File: src/rtl/pipe_ctrl.sv
// N-stage valid/instruction pipeline sequencer for the 9-bit CPU.
// Adds load-use stall, taken-branch flush of younger stages and halt drain.
module pipe_ctrl #(
    parameter int unsigned IW        = 9,
    parameter int unsigned STAGES    = 5,
    parameter int unsigned BR_STAGE  = 2,
    parameter int unsigned CNT_W     = 16,
    parameter logic [IW-1:0] HALT_WORD = 9'b110111000
) (
    input  logic                 clk,
    input  logic                 rst_n,
    input  logic                 fetch_valid,
    input  logic [IW-1:0]        fetch_instr,
    output logic                 fetch_ready,
    input  logic                 takeit,
    output logic [STAGES-1:0]    stage_valid,
    output logic [STAGES*IW-1:0] stage_instr,
    output logic                 stall,
    output logic                 flush,
    output logic                 halted,
    output logic [CNT_W-1:0]     retire_count
);

    localparam int unsigned LAST      = STAGES - 1;
    localparam int unsigned OP_W      = 3;
    localparam logic [OP_W-1:0] OP_LOAD   = 3'b010;
    localparam logic [OP_W-1:0] OP_BRANCH = 3'b101;

    logic [STAGES-1:0] valid_q;
    logic [STAGES-1:0] valid_d;
    logic [IW-1:0]     instr_q [STAGES];
    logic [IW-1:0]     instr_d [STAGES];
    logic              halt_pend_q;
    logic              halt_pend_d;
    logic              halted_q;
    logic              halted_d;
    logic              drained_q;
    logic [CNT_W-1:0]  count_q;

    logic load_use;
    logic br_taken;
    logic accept;
    logic retire;
    logic halt_flushed;

    // Hazard detection from the stage registers
    always_comb begin
        load_use = valid_q[2] && valid_q[1]
                   && (instr_q[2][IW-1 -: OP_W] == OP_LOAD)
                   && !instr_q[2][5]
                   && ((instr_q[2][5:3] == instr_q[1][5:3])
                       || (instr_q[2][5:3] == instr_q[1][2:0]));
        br_taken = valid_q[BR_STAGE] && takeit
                   && (instr_q[BR_STAGE][IW-1 -: OP_W] == OP_BRANCH);
    end

    assign flush       = br_taken & ~halted_q;
    assign stall       = load_use & ~halted_q & ~flush;
    assign fetch_ready = ~stall & ~halt_pend_q & ~halted_q;
    assign accept      = fetch_valid & fetch_ready;

    // A halt sitting in a stage that the branch flushes cancels the drain
    always_comb begin
        halt_flushed = 1'b0;
        for (int unsigned k = 1; k < BR_STAGE; k++) begin
            if (valid_q[k] && (instr_q[k] == HALT_WORD)) begin
                halt_flushed = 1'b1;
            end
        end
    end

    // Next-state: halted freezes, then flush > stall > advance
    always_comb begin
        valid_d     = valid_q;
        instr_d     = instr_q;
        halt_pend_d = halt_pend_q;
        halted_d    = halted_q;

        if (halted_q) begin
            valid_d = valid_q;
        end else if (flush) begin
            valid_d[0] = 1'b0;
            for (int unsigned k = 1; k < STAGES; k++) begin
                if (k > BR_STAGE) begin
                    valid_d[k] = valid_q[k-1];
                    instr_d[k] = instr_q[k-1];
                end else begin
                    valid_d[k] = 1'b0;
                end
            end
        end else if (stall) begin
            valid_d[2] = 1'b0;
            for (int unsigned k = 3; k < STAGES; k++) begin
                valid_d[k] = valid_q[k-1];
                instr_d[k] = instr_q[k-1];
            end
        end else begin
            valid_d[0] = accept;
            if (accept) begin
                instr_d[0] = fetch_instr;
            end
            for (int unsigned k = 1; k < STAGES; k++) begin
                valid_d[k] = valid_q[k-1];
                instr_d[k] = instr_q[k-1];
            end
        end

        if (!halted_q) begin
            if (flush && halt_flushed) begin
                halt_pend_d = 1'b0;
            end else if (!flush && valid_q[1] && (instr_q[1] == HALT_WORD)) begin
                halt_pend_d = 1'b1;
            end
        end

        halted_d = halted_q | (valid_d[LAST] & (instr_d[LAST] == HALT_WORD));
    end

    // The halt itself retires on the edge after it lands in WB, then the count freezes
    assign retire = valid_q[LAST] & ~drained_q;

    always_ff @(posedge clk or negedge rst_n) begin
        if (!rst_n) begin
            valid_q     <= '0;
            for (int unsigned k = 0; k < STAGES; k++) begin
                instr_q[k] <= '0;
            end
            halt_pend_q <= 1'b0;
            halted_q    <= 1'b0;
            drained_q   <= 1'b0;
            count_q     <= '0;
        end else begin
            valid_q     <= valid_d;
            instr_q     <= instr_d;
            halt_pend_q <= halt_pend_d;
            halted_q    <= halted_d;
            drained_q   <= halted_q;
            if (retire) begin
                count_q <= count_q + CNT_W'(1);
            end
        end
    end

    for (genvar g = 0; g < STAGES; g++) begin : g_pack
        assign stage_instr[g*IW +: IW] = instr_q[g];
    end

    assign stage_valid  = valid_q;
    assign halted       = halted_q;
    assign retire_count = count_q;

endmodule
File: config.mk
export PLATFORM = sky130hd
export DESIGN_NAME = pipe_ctrl
export DESIGN_NICKNAME = d
export VERILOG_FILES = /design/src/rtl/pipe_ctrl.sv
export SDC_FILE = /design/constraint.sdc
export NUM_CORES = 1
export LEC_CHECK = 0
export CAP_MARGIN = 20
export CORE_MARGIN = 2
export CORE_UTILIZATION = 51
export CTS_CLUSTER_SIZE = 40
export DETAILED_ROUTE_END_ITERATION = 6
export PLACE_DENSITY = 0.84
export SLEW_MARGIN = 30
export SYNTH_ARGS = -nofsm -noshare
export SYNTH_HDL_FRONTEND = slang
export SYNTH_SLANG_ARGS = --single-unit
File: constraint.sdc
create_clock -name clk -period 3.6 [get_ports clk]
set_input_delay 0.54 -clock clk [delete_from_list [all_inputs] [get_ports clk]]
set_output_delay 0.54 -clock clk [all_outputs]
set_load 0.05 [all_outputs]
==> results.ini, run 1 <==
[global_route]
grt_pass1_wl_um=9740
first_global_vias=2012
grt_max_degree=38
overflow=0
antenna_found_initial=0
grtUsageTotal_pct=20.4

[layout]
drive_gt1_share_pct=22.3
nets=310
syn_to_final_growth_pct=35.3
diodes=0
finish.utilization_pct=71.8

[route]
ant_nets=0
first_pass_iters=4
num_vias=1990
viasPerCell=5.35
drt_drc_violations_left=0
drt-total-wl_um=5930
drtIter0Drc=59
routedWlPerCell_um=15.9

[logic_synthesis]
synthCells=207
synth.avg_cell_area_um2=14.1
ys_seq_elements=69
synth-main-ff-cell=dfrtp_1
yosysUniqueCellTypes=34
synth_edf_count=0
synth_seq_area_share_pct=59.1
async_flop_share_pct=100
ys_top_cells_by_area=dfrtp_1 59%, mux2_2 10%, mux2_4 9.3%, xnor2_1 3.6%, nand2_1 2.7%
synth.top_cell.area_share_pct=59.1
synthTopCellsByCount=69 x dfrtp_1, 27 x mux2_2, 21 x nand2_1
syn_area_um2=2920
yosysMostFrequentCell=dfrtp_1
syn_nets=221
ys_warn_count=0
synth_area_leader_cell=dfrtp_1

[sta]
max_slew.worst_pin.slew_ps=791
setup_ws_ps=481
setup_violations=0
relSlewSlack_pct=47.2
finalClockSkew_ps=5.79
post-route-period-util_pct=86.6
finalSetupTns_ps=0
rsz0062_at_grt=no
period_needed_ps=3120
hold_viol=0
slew_viol_final=0
clock.fmax_mhz=321

[cts]
clock_sinks=69
htree_num_levels=3
cts_made_buffers=9
cts_buffer_depth=2
clk_transition_reported_paths_ps=70
post_cts_buffers=0
cts_tree=built
postCtsHoldBufs=0
clk_latency_ps=340
clock-root-buffer=clkbuf_8
cts_resized=0

[placed_design]
dpl_worst_slack_ps=825
portBuffers=82
gp_congestion=0.810
hpwlAfterDp_um=4370

[floorplanning]
start_util_pct=53.0
pin_count=83
dieArea_um2=6350
die_h_um=79.7
die_w_um=79.7
core_um2=5510
num_rows=27

[outcome]
outcome=finished clean

[setup_path]
r2r_slack_ps=1340
r2r-start=halted
end_kind=output pin
regToRegEndpoint=halted
crit_end=stall
critPathLaunch=stage_instr[22]
critPathMaxFanout=11
cp-start-kind=register
arrival_ps=2580
worstSetupPathType=register to output pin
cp.required_ps=3060
reg2reg_depth=4

[worst_hold_path]
min_path_type=input pin to asynchronous set/reset pin

[job]
cap_violations=0

==> registers in the layout, summed over array words and instances (netlist names) <==
name,count
stage_instr,45
retire_count,16
stage_valid,5
drained_q,1
halt_pend_q,1
halted,1
==> cell type report <==
class | instances | area [um2]
Clock buffer | 14 | 173
Clock inverter | 1 | 5.00
Fill cell | 397 | 1550
Inverter | 2 | 7.51
Multi-Input combinational cell | 129 | 1110
Sequential cell | 69 | 1730
Tap cell | 72 | 90.1
Timing Repair Buffer | 85 | 838
==> layer usage <==
layer  up-vias  track usage [%]  part of all wire [%]  wire [um]
met1       993             25.6                    42       2510
met4         0             10.2                   2.3        138
li1        901                -                     -          -
met5         -                0                     0          0
met3        15             5.09                   6.0        358
met2        81             32.9                    49       2930
==> layout by cell type, fill, tap and decap left out, types with 3 or more instances in the layout <==
cell,instances
clkdlybuf4s50_1,81
dfrtp_1,69
mux2_2,27
nand2_1,21
mux2_4,18
xnor2_1,12
clkbuf_8,12
nand4_1,7
xor2_1,7
o21ai_0,6
nor2b_1,4
nor2_1,4
and3_1,3
nand3_1,3
buf_4,3
==> worst max-delay path, stage by stage (launching register included) <==
cell	delay, ps
dfrtp_1	440
xor2_1	180
or3_1	360
a21oi_2	380
clkdlybuf4s50_1	890
==> per-stage QoR <==
stage | area, um2 | hold WS (ps) | std cells
5_1_grt | 3950 | 343 | 372
3_3_place_gp | 3770 | 463 | 357
6_report | 3950 | 287 | 372
3_5_place_dp | 3770 | 488 | 357
2_1_floorplan | 2920 | 244 | 207
4_1_cts | 3950 | 304 | 372
==> worst min-delay path by stage <==
| stage | cells past startpoint | to | slack (ps) |
|---|---|---|---|
| CTS | 1 | retire_count[3] | 300 |
| global route | 1 | retire_count[4] | 340 |
| finish | 1 | halted | 290 |
| global placement | 1 | retire_count[15] | 460 |
| floorplan | 0 | drained_q | 240 |
| detailed placement | 1 | retire_count[6] | 490 |
==> kinds of logic (layout without fill, tap and decap cells) <==
kind of cell / count (synthesis) / in the layout / share of synthesized area (%)
buffers and inverters: 9 / 102 / 2.78
muxes: 45 / 45 / 19.7
adders and majority gates: 1 / 1 / 0.428
AOI/OAI and AO/OA: 10 / 10 / 2.19
xor gates and xnor gates: 19 / 19 / 5.70
and+or+nand+nor: 54 / 54 / 10.1
DFF: 69 / 69 / 59.1
Power of run 1 is not shown: default switching activity piles up to over one toggle a cycle in this logic, so the estimate is an artifact.
==> run 2: changes to the inputs <==
MAX_ROUTING_LAYER = met4   (was default)
==> run 2 against run 1 <==
Net effect:
- sequential share of layout area is the same
- die area unchanged
- hold slack got worse by 1.0 ps
- final cell count unchanged
- register-to-register slack barely moved
- final area stayed put
- count of clock-buffer cells in the layout is the same
- critical path type unchanged
==> results.ini, run 2 (same netlist as run 1, synthesis figures left out) <==
[outcome]
outcome=finished clean

[placed_design]
portBuffers=82  ; unchanged
hpwlAfterDp_um=4370  ; unchanged
gp_congestion=0.822  ; +1.5%

[cts]
clk_latency_ps=340  ; about the same
clock_sinks=69  ; unchanged
htree_num_levels=3  ; unchanged
clock-root-buffer=clkbuf_8
cts_made_buffers=9  ; unchanged
postCtsHoldBufs=0  ; unchanged
clk_transition_reported_paths_ps=70  ; about the same
post_cts_buffers=0  ; unchanged
cts_tree=built
cts_buffer_depth=2  ; unchanged
cts_resized=0  ; unchanged

[route]
viasPerCell=5.36  ; +0.15%
drt-total-wl_um=5930  ; about the same
drt_drc_violations_left=0  ; unchanged
routedWlPerCell_um=15.9  ; about the same
drtIter0Drc=65  ; +10%
ant_nets=0  ; unchanged
num_vias=1993  ; +0.15%
first_pass_iters=5  ; +1

[floorplanning]
dieArea_um2=6350  ; unchanged
die_w_um=79.7  ; unchanged
die_h_um=79.7  ; unchanged
start_util_pct=53.0  ; unchanged
num_rows=27  ; unchanged
pin_count=83  ; unchanged
core_um2=5510  ; unchanged

[layout]
syn_to_final_growth_pct=35.3  ; unchanged
nets=310  ; unchanged
drive_gt1_share_pct=22.3  ; unchanged
largest_reg_flops=45  ; unchanged
final_common_cell=clkdlybuf4s50_1
diodes=0  ; unchanged
final_cell_mix=81 x clkdlybuf4s50_1, 69 x dfrtp_1, 27 x mux2_2

[sta]
post-route-period-util_pct=86.7  ; about the same
finalSetupTns_ps=0  ; unchanged
setup_violations=0  ; unchanged
hold_viol=0  ; unchanged
max_slew.worst_pin.slew_ps=791  ; -0.155 ps
slew_viol_final=0  ; unchanged
clock.fmax_mhz=321  ; about the same
finalClockSkew_ps=5.88  ; +0.0926 ps
relSlewSlack_pct=47.3  ; about the same
rsz0062_at_grt=no
period_needed_ps=3120  ; +0.662 ps

[setup_path]
worstSetupPathType=register to output pin
arrival_ps=2580  ; about the same
end_kind=output pin
crit_path_cell_trace=xor2_1 > or3_1 > a21oi_2 > clkdlybuf4s50_1
cpPeakStageDelay_ps=890  ; about the same
cp.required_ps=3060  ; about the same
critPathMaxFanout=11  ; unchanged
crit_path_top_delay_cell=clkdlybuf4s50_1
cp-start-kind=register

[global_route]
grtUsageTotal_pct=21.0  ; +0.57 points
first_global_vias=2015  ; +0.15%
antenna_found_initial=0  ; unchanged
grt_max_degree=38  ; unchanged
grt_pass1_wl_um=9730  ; -0.13%
overflow=0  ; unchanged

[job]
cap_violations=0  ; unchanged

[worst_hold_path]
min_path_type=input pin to asynchronous set/reset pin

run 2: metal layers:
metal	GRT usage (%)	share of wire, %
met1	26.1	43
met2	32.9	49
met3	4.30	5.2
met4	10.2	2.4
met5	-	0
run 2: per-stage QoR:
stage | util, % | hold slack, ps | instances | setup slack [ps] | area, um2
finish | 71.8 | 286 | 372 | 480 | 3950
CTS | 71.8 | 304 | 372 | 435 | 3950
global route | 71.8 | 343 | 372 | 335 | 3950
global placement | 68.6 | 463 | 357 | 872 | 3770
floorplan | - | 244 | 207 | 742 | 2920
detailed placement | 68.6 | 488 | 357 | 825 | 3770
run 2: final cells by class:
type	instances	area, um2
Clock buffer	14	173
Clock inverter	1	5.00
Fill cell	397	1550
Inverter	2	7.51
Multi-Input combinational cell	129	1110
Sequential cell	69	1730
Tap cell	72	90.1
Timing Repair Buffer	85	838
run 2: path summary, 6_finish.rpt:
path                                   from          endpoint  slack (ps)  cells past startpoint
setup / recovery            stage_instr[22]             stall         480                      4
hold / removal                        rst_n            halted         290                      1
setup reg to reg                     halted            halted        1340                      4
hold reg to reg            retire_count[15]  retire_count[15]         490                      1
max in group asynchronous             rst_n   stage_instr[13]        2570                      2
min in group clk           retire_count[15]  retire_count[15]         490                      1
run 2: worst max-delay path, delay by kind of cell, from the launching register on:
kind / cells / cell delay (ps)
buffers and inverters: 1 / 890
flip-flops: 1 / 440
AO/OA/AOI/OAI: 1 / 380
AND/OR/NAND/NOR: 1 / 360
XOR/XNOR: 1 / 180
Power of run 2 is left out for the same reason.
